`src/rtl/pcm_to_i2s.sv`:
```
`default_nettype none
// ============================================================================
// Module   : pcm_to_i2s
// Purpose  : Stereo PCM pair to I2S serialiser with one-pair holding buffer,
//            underrun detection and a saturating underrun counter.
// Revision : 1.0
// ============================================================================
module pcm_to_i2s #(
    parameter int NUMBER_OF_BITS = 8,
    parameter int HALF_FRAME     = 32
) (
    input  logic                      clk,
    input  logic                      rst_n,
    input  logic                      in_valid,
    output logic                      in_ready,
    input  logic [NUMBER_OF_BITS-1:0] in_left,
    input  logic [NUMBER_OF_BITS-1:0] in_right,
    output logic                      ws,
    output logic                      sd,
    output logic                      underrun,
    output logic [7:0]                underrun_count
);

    localparam int            CW     = (HALF_FRAME > 1) ? $clog2(HALF_FRAME) : 1;
    localparam logic [CW-1:0] C_LAST = CW'(HALF_FRAME - 1);

    typedef enum logic [0:0] {
        S_IDLE = 1'b0,
        S_RUN  = 1'b1
    } state_t;

    state_t                    state_q;
    logic [CW-1:0]             cnt_q, cnt_d;
    logic                      ws_q, ws_d;
    logic                      sd_q, sd_d;
    logic                      hold_full_q, hold_full_d;
    logic [NUMBER_OF_BITS-1:0] hold_l_q, hold_l_d, hold_r_q, hold_r_d;
    logic [NUMBER_OF_BITS-1:0] act_l_q, act_l_d, act_r_q, act_r_d;
    logic                      underrun_q, underrun_d;
    logic [7:0]                urcnt_q, urcnt_d;

    logic                      last_cyc;
    logic                      load_evt;
    logic                      accept;
    logic [NUMBER_OF_BITS-1:0] tx_word;

    always_comb begin
        last_cyc    = (cnt_q == C_LAST);
        load_evt    = last_cyc & ws_q;
        accept      = in_valid & ~hold_full_q;

        cnt_d       = last_cyc ? '0 : cnt_q + 1'b1;
        ws_d        = last_cyc ? ~ws_q : ws_q;

        hold_full_d = hold_full_q;
        hold_l_d    = hold_l_q;
        hold_r_d    = hold_r_q;
        act_l_d     = act_l_q;
        act_r_d     = act_r_q;

        // Load sees the pre-edge hold state, so a same-edge accept is kept for the next frame.
        if (load_evt) begin
            if (hold_full_q) begin
                act_l_d     = hold_l_q;
                act_r_d     = hold_r_q;
                hold_full_d = 1'b0;
            end else begin
                act_l_d = '0;
                act_r_d = '0;
            end
        end
        if (accept) begin
            hold_l_d    = in_left;
            hold_r_d    = in_right;
            hold_full_d = 1'b1;
        end

        underrun_d = load_evt & ~hold_full_q & (state_q == S_RUN);
        urcnt_d    = (underrun_d && (urcnt_q != 8'hFF)) ? urcnt_q + 8'd1 : urcnt_q;

        // Data lags ws by one bit: post-edge count 1 carries the MSB.
        tx_word = ws_d ? act_r_d : act_l_d;
        sd_d    = 1'b0;
        for (int i = 0; i < NUMBER_OF_BITS; i++) begin
            if (cnt_d == CW'(NUMBER_OF_BITS - i)) begin
                sd_d = tx_word[i];
            end
        end
    end

    always_ff @(posedge clk or negedge rst_n) begin
        if (!rst_n) begin
            state_q     <= S_IDLE;
            cnt_q       <= '0;
            ws_q        <= 1'b0;
            sd_q        <= 1'b0;
            hold_full_q <= 1'b0;
            hold_l_q    <= '0;
            hold_r_q    <= '0;
            act_l_q     <= '0;
            act_r_q     <= '0;
            underrun_q  <= 1'b0;
            urcnt_q     <= 8'd0;
        end else begin
            if (accept) begin
                state_q <= S_RUN;
            end
            cnt_q       <= cnt_d;
            ws_q        <= ws_d;
            sd_q        <= sd_d;
            hold_full_q <= hold_full_d;
            hold_l_q    <= hold_l_d;
            hold_r_q    <= hold_r_d;
            act_l_q     <= act_l_d;
            act_r_q     <= act_r_d;
            underrun_q  <= underrun_d;
            urcnt_q     <= urcnt_d;
        end
    end

    assign in_ready       = ~hold_full_q;
    assign ws             = ws_q;
    assign sd             = sd_q;
    assign underrun       = underrun_q;
    assign underrun_count = urcnt_q;

endmodule
`default_nettype wire

```
`config.mk`:
```
export PLATFORM = sky130hd
export DESIGN_NAME = pcm_to_i2s
export DESIGN_NICKNAME = d
export VERILOG_FILES = /design/src/rtl/pcm_to_i2s.sv
export SDC_FILE = /design/constraint.sdc
export NUM_CORES = 1
export LEC_CHECK = 0
export ABC_AREA = 0
export CAP_MARGIN = 10
export CORE_ASPECT_RATIO = 1.25
export CORE_MARGIN = 10
export CORE_UTILIZATION = 40
export DETAILED_ROUTE_END_ITERATION = 6
export PLACE_DENSITY = 0.6
export SLEW_MARGIN = 20
export SYNTH_ARGS = -nofsm -noshare
export SYNTH_HDL_FRONTEND = slang
export SYNTH_SLANG_ARGS = --single-unit
```
`constraint.sdc`:
```
create_clock -name clk -period 3.6 [get_ports clk]
set_input_delay 1.08 -clock clk [delete_from_list [all_inputs] [get_ports clk]]
set_output_delay 1.08 -clock clk [all_outputs]
set_load 0.02 [all_outputs]
```
==> impl_metrics.yaml, run 1 <==
finish:
  nets: 240
  layout-drive-gt1-share: 0.182
  stdcell_count: 278
  utilization: 0.490
  multi_input_area_sq_um: 908
  final-seq-area_sq_um: 1250
  fill_cells: 474
  mostFrequentLayoutCells: "dfrtp_1, clkdlybuf4s50_1, mux2_2, nand2_1, inv_1"
  syn2layout_area_growth_pct: 18.5
  final_common_cell: "dfrtp_1"
  postLayoutCellArea_sq_um: 2670
  diodes: 0
cts:
  ctsHoldBuffers: 0
  cts_tree: "built"
  clk_pin_slew_ps: 90
  cts_buffers: 5
  cts.htree.levels: 2
  root_buffer: "clkbuf_8"
  cts_sinks: 50
  post-cts-setup-buffers: 0
  cts_max_path_buffers: 2
  cts.repair.resized: 0
  clock_latency_ps: 300
timing:
  setup-violations-final: 0
  worstMarginPinSlew_ps: 526
  fin_crit_sh: 0.858
  setup_slack_ps: 510
  rsz0062_at_grt: "false"
  drv_slew: 0
  finClkSkew_ps: 5.10
  hold_viol_final: 0
  whs_ps: 476
  fin_tns_setup_ps: 0
  slew_headroom: 0.646
  period_needed_ps: 3090
  max_freq_mhz: 324
detailed_routing:
  wirelength_mm: 4.49
  via_count: 1520
  ant_nets: 0
  wl_per_cell_microns: 16.1
  dr.pass1.iters: 4
  drc: 0
  via_per_inst: 5.47
  drt_iter0_markers: 146
synthesis:
  syn_inst: 183
  yosysUniqueCellTypes: 44
  ys_ff_latch: 50
  synth-edff-count: 0
  netlist_area_sq_um: 2250
  async_flop_share: 1.00
  synth_fp_nets: 210
  yosysWarnings: 0
  synth-seq-area-share: 0.556
  ys.flop_type: "dfrtp_1"
  syn_avg_cell_area_sq_um: 12.3
placed_design:
  dp.cells: 270
  dp_slack_ps: 510
  post-dp-hpwl_mm: 3.36
  io_buffers: 30
  dpl-instance-area_sq_um: 2580
  place.gp.congestion: 0.849
die:
  io-pin-count: 31
  dieArea_sq_um: 9050
  initial_core_util: 0.414
  die_w_microns: 87.1
  fp.dieH_microns: 104
  rows: 30
  coreArea_sq_um: 5440
critical_path:
  worstSetupStartpointType: "register"
  r2r-start: "cnt_q[0]$_DFF_PN0_"
  max_stage_delay_ps: 490
  arrival_ps: 3270
  crit_top_cell: "ha_1"
  critPathSlowestCell: "dfrtp_1"
  startpoint: "cnt_q[0]$_DFF_PN0_"
  critPathRequiredTime_ps: 3780
  worstPathCellList: "ha_1 > and3_1 > ha_1 > ha_1 > inv_1 > a22o_1 > a311o_1 > nor4_2 > nor4_1"
  cp_max_fo: 18
  critPathCaptureType: "register"
  worstSetupPathType: "register to register"
global_routing:
  grt-ovfl-total: 0
  grt_usage: 0.106
  antenna_found_initial: 0
  grt_pass1_vias: 1637
  grt_max_degree: 33
  grt_pass1_wl_mm: 7.90
min_path:
  worstHoldPathType: "register to register"
  hp-start: "state_q$_DFFE_PN0P_"
power:
  p_leak_nw: 1.24
  power.density_nw_per_um2: 421
  vdd_ir_drop_max_v: 0.000291
  finalPower_mw: 1.12
flow_run:
  maxCapViolCount: 0
run_status:
  outcome: "finished, final reports clean"
[cells in the mapped netlist, types with 2 or more instances]
library cell  number  area (sq um)
a221oi_1           3          26.3
xnor2_1            5          43.8
inv_1              9          33.8
nor2_1             8          30.0
nand2_1           10          37.5
nand4_1            2          12.5
buf_6              3          33.8
and3_1             2          12.5
ha_1               8           100
o21ai_0            3          15.0
o21a_1             2          15.0
nand3_1            7          35.0
nor2b_1            2          12.5
a21oi_1            3          15.0
xor2_1             3          26.3
or2_2              2          12.5
a22o_2             3          30.0
nor3_1             3          15.0
a221o_2            2          22.5
buf_2              4          20.0
mux2_2            17           191
a22o_1             8          70.1
nand2b_1           4          25.0
dfrtp_1           50          1250
[metal layers]
layer,GRT usage,part of all wire
met1,0.138,0.45
met2,0.161,0.49
met3,0.0298,0.048
met4,0.0377,0.016
met5,0,0
[cell families after synthesis]
kind of cell             synth area share
multiplexers                       0.0850
buffers and inverters              0.0406
AO/OA/AOI/OAI                       0.131
AND/OR/NAND/NOR                     0.112
flip-flops                          0.556
XOR/XNOR                           0.0311
adder cells (fa/ha/maj)            0.0445
[sequential cells by signal, indices dropped and copies added, names as in the netlist]
signal          cells
state_q             1
ws                  1
act_l_q             8
cnt_q               5
hold_full_q         1
sd                  1
hold_r_q            8
underrun_count      8
hold_l_q            8
act_r_q             8
underrun            1
[report_power, final]
group | switching, mW | internal, mW | leakage, nW
Combinational | 0.0348 | 0.0732 | 0.551
Sequential | 0.0503 | 0.633 | 0.640
Clock | 0.177 | 0.155 | 0.0482
[worst max-delay path: cells and delay by family, from the launching register on]
family,cells,cell delay [ps]
AOI/OAI and AO/OA,2,680
and+or+nand+nor,3,520
buffers and inverters,1,330
adders and majority gates,3,940
DFF,1,490
[cell type report]
class / instances / area share
sequential: 50 / 0.469
multi-input combinational: 116 / 0.341
timing repair buffer: 31 / 0.114
clock buffer: 7 / 0.0324
tap: 64 / 0.0300
inverter: 9 / 0.0127
clock inverter: 1 / 0.00188
[path summary, 6_finish.rpt]
check	end	slack, ps	cells past startpoint
max in group asynchronous	act_l_q[5]$_DFF_PN0_	2150	2
setup reg to reg	sd$_DFF_PN0_	510	9
hold reg to reg	state_q$_DFFE_PN0P_	480	1
min in group asynchronous	underrun_count[3]$_DFFE_PN0P_	690	1
hold / removal	state_q$_DFFE_PN0P_	480	1
setup / recovery	sd$_DFF_PN0_	510	9
Note: power is estimated with default switching activity, not from simulation.
==> run 2, diff against run 1 <==
- REMOVE_ABC_BUFFERS: default -> 1
==> run 2 against run 1 <==
Global-route usage fell by 0.29 points. Critical path depth unchanged. Non-clock buffer count is 1 lower. Critical endpoint unchanged. Final area grew 0.52%. Register-to-register slack got worse by 60 ps. Power rose by 4.4%. Worst setup slack got worse by 61 ps. Count of clock-buffer cells in the layout down 1. Via count down 2.2%. Highest routed layer unchanged. Largest power group unchanged. First-iteration DRC count is 28% lower. Sequential share of layout area down 0.24 points.
==> impl_metrics.yaml, run 2 (synthesis results as in run 1) <==
cts:
  cts_tree: "built"
  cts_buffers: 5
  cts.htree.levels: 2
  ctsHoldBuffers: 0
  clock_latency_ps: 300
  clk_pin_slew_ps: 90
  cts.repair.resized: 0
  cts_max_path_buffers: 2
  post-cts-setup-buffers: 0
  cts_sinks: 50
  root_buffer: "clkbuf_8"
finish:
  syn2layout_area_growth_pct: 19.1
  mostFrequentLayoutCells: "dfrtp_1, clkdlybuf4s50_1, mux2_2, nand2_1, inv_1"
  utilization: 0.493
  diodes: 0
  layout-drive-gt1-share: 0.178
  nets: 239
  final_common_cell: "dfrtp_1"
critical_path:
  path_buf_inv: 1
  critPathTopFamily: "adder cells"
  cp_max_fo: 18
  critPathSlowestCell: "a2111oi_0"
  max_stage_delay_ps: 500
  critPathRequiredTime_ps: 3760
  crit_top_cell: "ha_1"
  r2r_slack_ps: 450
  arrival_ps: 3310
  worstSetupPathType: "register to register"
  worstPathCellList: "ha_1 > and3_1 > ha_1 > ha_1 > inv_1 > a221oi_1 > a211oi_1 > a2111oi_0 > nor4_1"
  critPathCaptureType: "register"
  worstSetupStartpointType: "register"
detailed_routing:
  wl_per_cell_microns: 16.3
  drc: 0
  dr.pass1.iters: 4
  ant_nets: 0
  wirelength_mm: 4.51
  drt_iter0_markers: 105
  via_count: 1487
  via_per_inst: 5.37
power:
  p_leak_nw: 1.24
  switching_share: 0.222
  power_frac_clock: 0.329
  p_int_mw: 0.913
  power_frac_comb: 0.092
  power.density_nw_per_um2: 438
  vdd_ir_drop_max_v: 0.000219
  seq_power_share: 0.579
  switching_power_mw: 0.261
global_routing:
  grt-ovfl-total: 0
  grt_pass1_wl_mm: 7.59
  grt_usage: 0.103
  grt_max_degree: 51
  antenna_found_initial: 0
  grt_pass1_vias: 1593
placed_design:
  place.gp.congestion: 0.843
  io_buffers: 30
  post-dp-hpwl_mm: 3.31
  dp_slack_ps: 432
die:
  dieArea_sq_um: 9050
  initial_core_util: 0.414
  rows: 30
  die_w_microns: 87.1
  coreArea_sq_um: 5440
  fp.dieH_microns: 104
  io-pin-count: 31
timing:
  finClkSkew_ps: 8.43
  drv_slew: 0
  period_needed_ps: 3150
  setup-violations-final: 0
  hold_viol_final: 0
  setup_slack_ps: 448
  max_freq_mhz: 317
  fin_tns_setup_ps: 0
  whs_ps: 474
  rsz0062_at_grt: "false"
  slew_headroom: 0.576
  fin_crit_sh: 0.875
  worstMarginPinSlew_ps: 636
min_path:
  worstHoldPathType: "register to register"
flow_run:
  maxCapViolCount: 0
run_status:
  outcome: "finished, final reports clean"
-- run 2: layer usage --
layer / part of all wire / track usage
met2: 0.51 / 0.167
met4: 0.016 / 0.0479
met5: 0 / 0
met1: 0.42 / 0.118
met3: 0.058 / 0.0313
-- run 2: power groups by stage --
stage,sequential [mW],combinational [mW],clock (mW)
finish,0.680,0.108,0.386
global route,0.687,0.121,0.424
CTS,0.680,0.110,0.400
detailed placement,0.691,0.110,0
global placement,0.690,0.104,0
floorplan,0.674,0.0699,0
-- run 2: final timing paths --
check | start | end | cells after the start
max reg2reg | cnt_q[0]$_DFF_PN0_ | sd$_DFF_PN0_ | 9
min | state_q$_DFFE_PN0P_ | state_q$_DFFE_PN0P_ | 1
min reg2reg | state_q$_DFFE_PN0P_ | state_q$_DFFE_PN0P_ | 1
min in group asynchronous | rst_n | hold_full_q$_DFFE_PN0P_ | 1
max | cnt_q[0]$_DFF_PN0_ | sd$_DFF_PN0_ | 9
max in group asynchronous | rst_n | hold_r_q[4]$_DFFE_PN0P_ | 1
-- run 2: stage by stage --
step	instances	cell area, sq um	power, mW
6_report	277	2680	1.17
3_5_place_dp	269	2570	0.802
4_1_cts	277	2680	1.19
5_1_grt	277	2680	1.23
2_1_floorplan	175	2190	0.744
3_3_place_gp	269	2570	0.795
-- run 2: area by class of cell --
| class | count | area [sq um] |
|---|---|---|
| fill | 467 | 2760 |
| sequential | 50 | 1250 |
| multi-input combinational | 116 | 908 |
| timing repair buffer | 30 | 298 |
| tap | 64 | 80.1 |
| clock buffer | 6 | 72.6 |
| clock inverter | 2 | 37.5 |
| inverter | 9 | 33.8 |
==> run 3, diff against run 2 <==
- ABC_CLOCK_PERIOD_IN_PS: default -> 3600
==> results of run 3 <==
No change in the layout: final DEF, timing and power equal those of run 2.
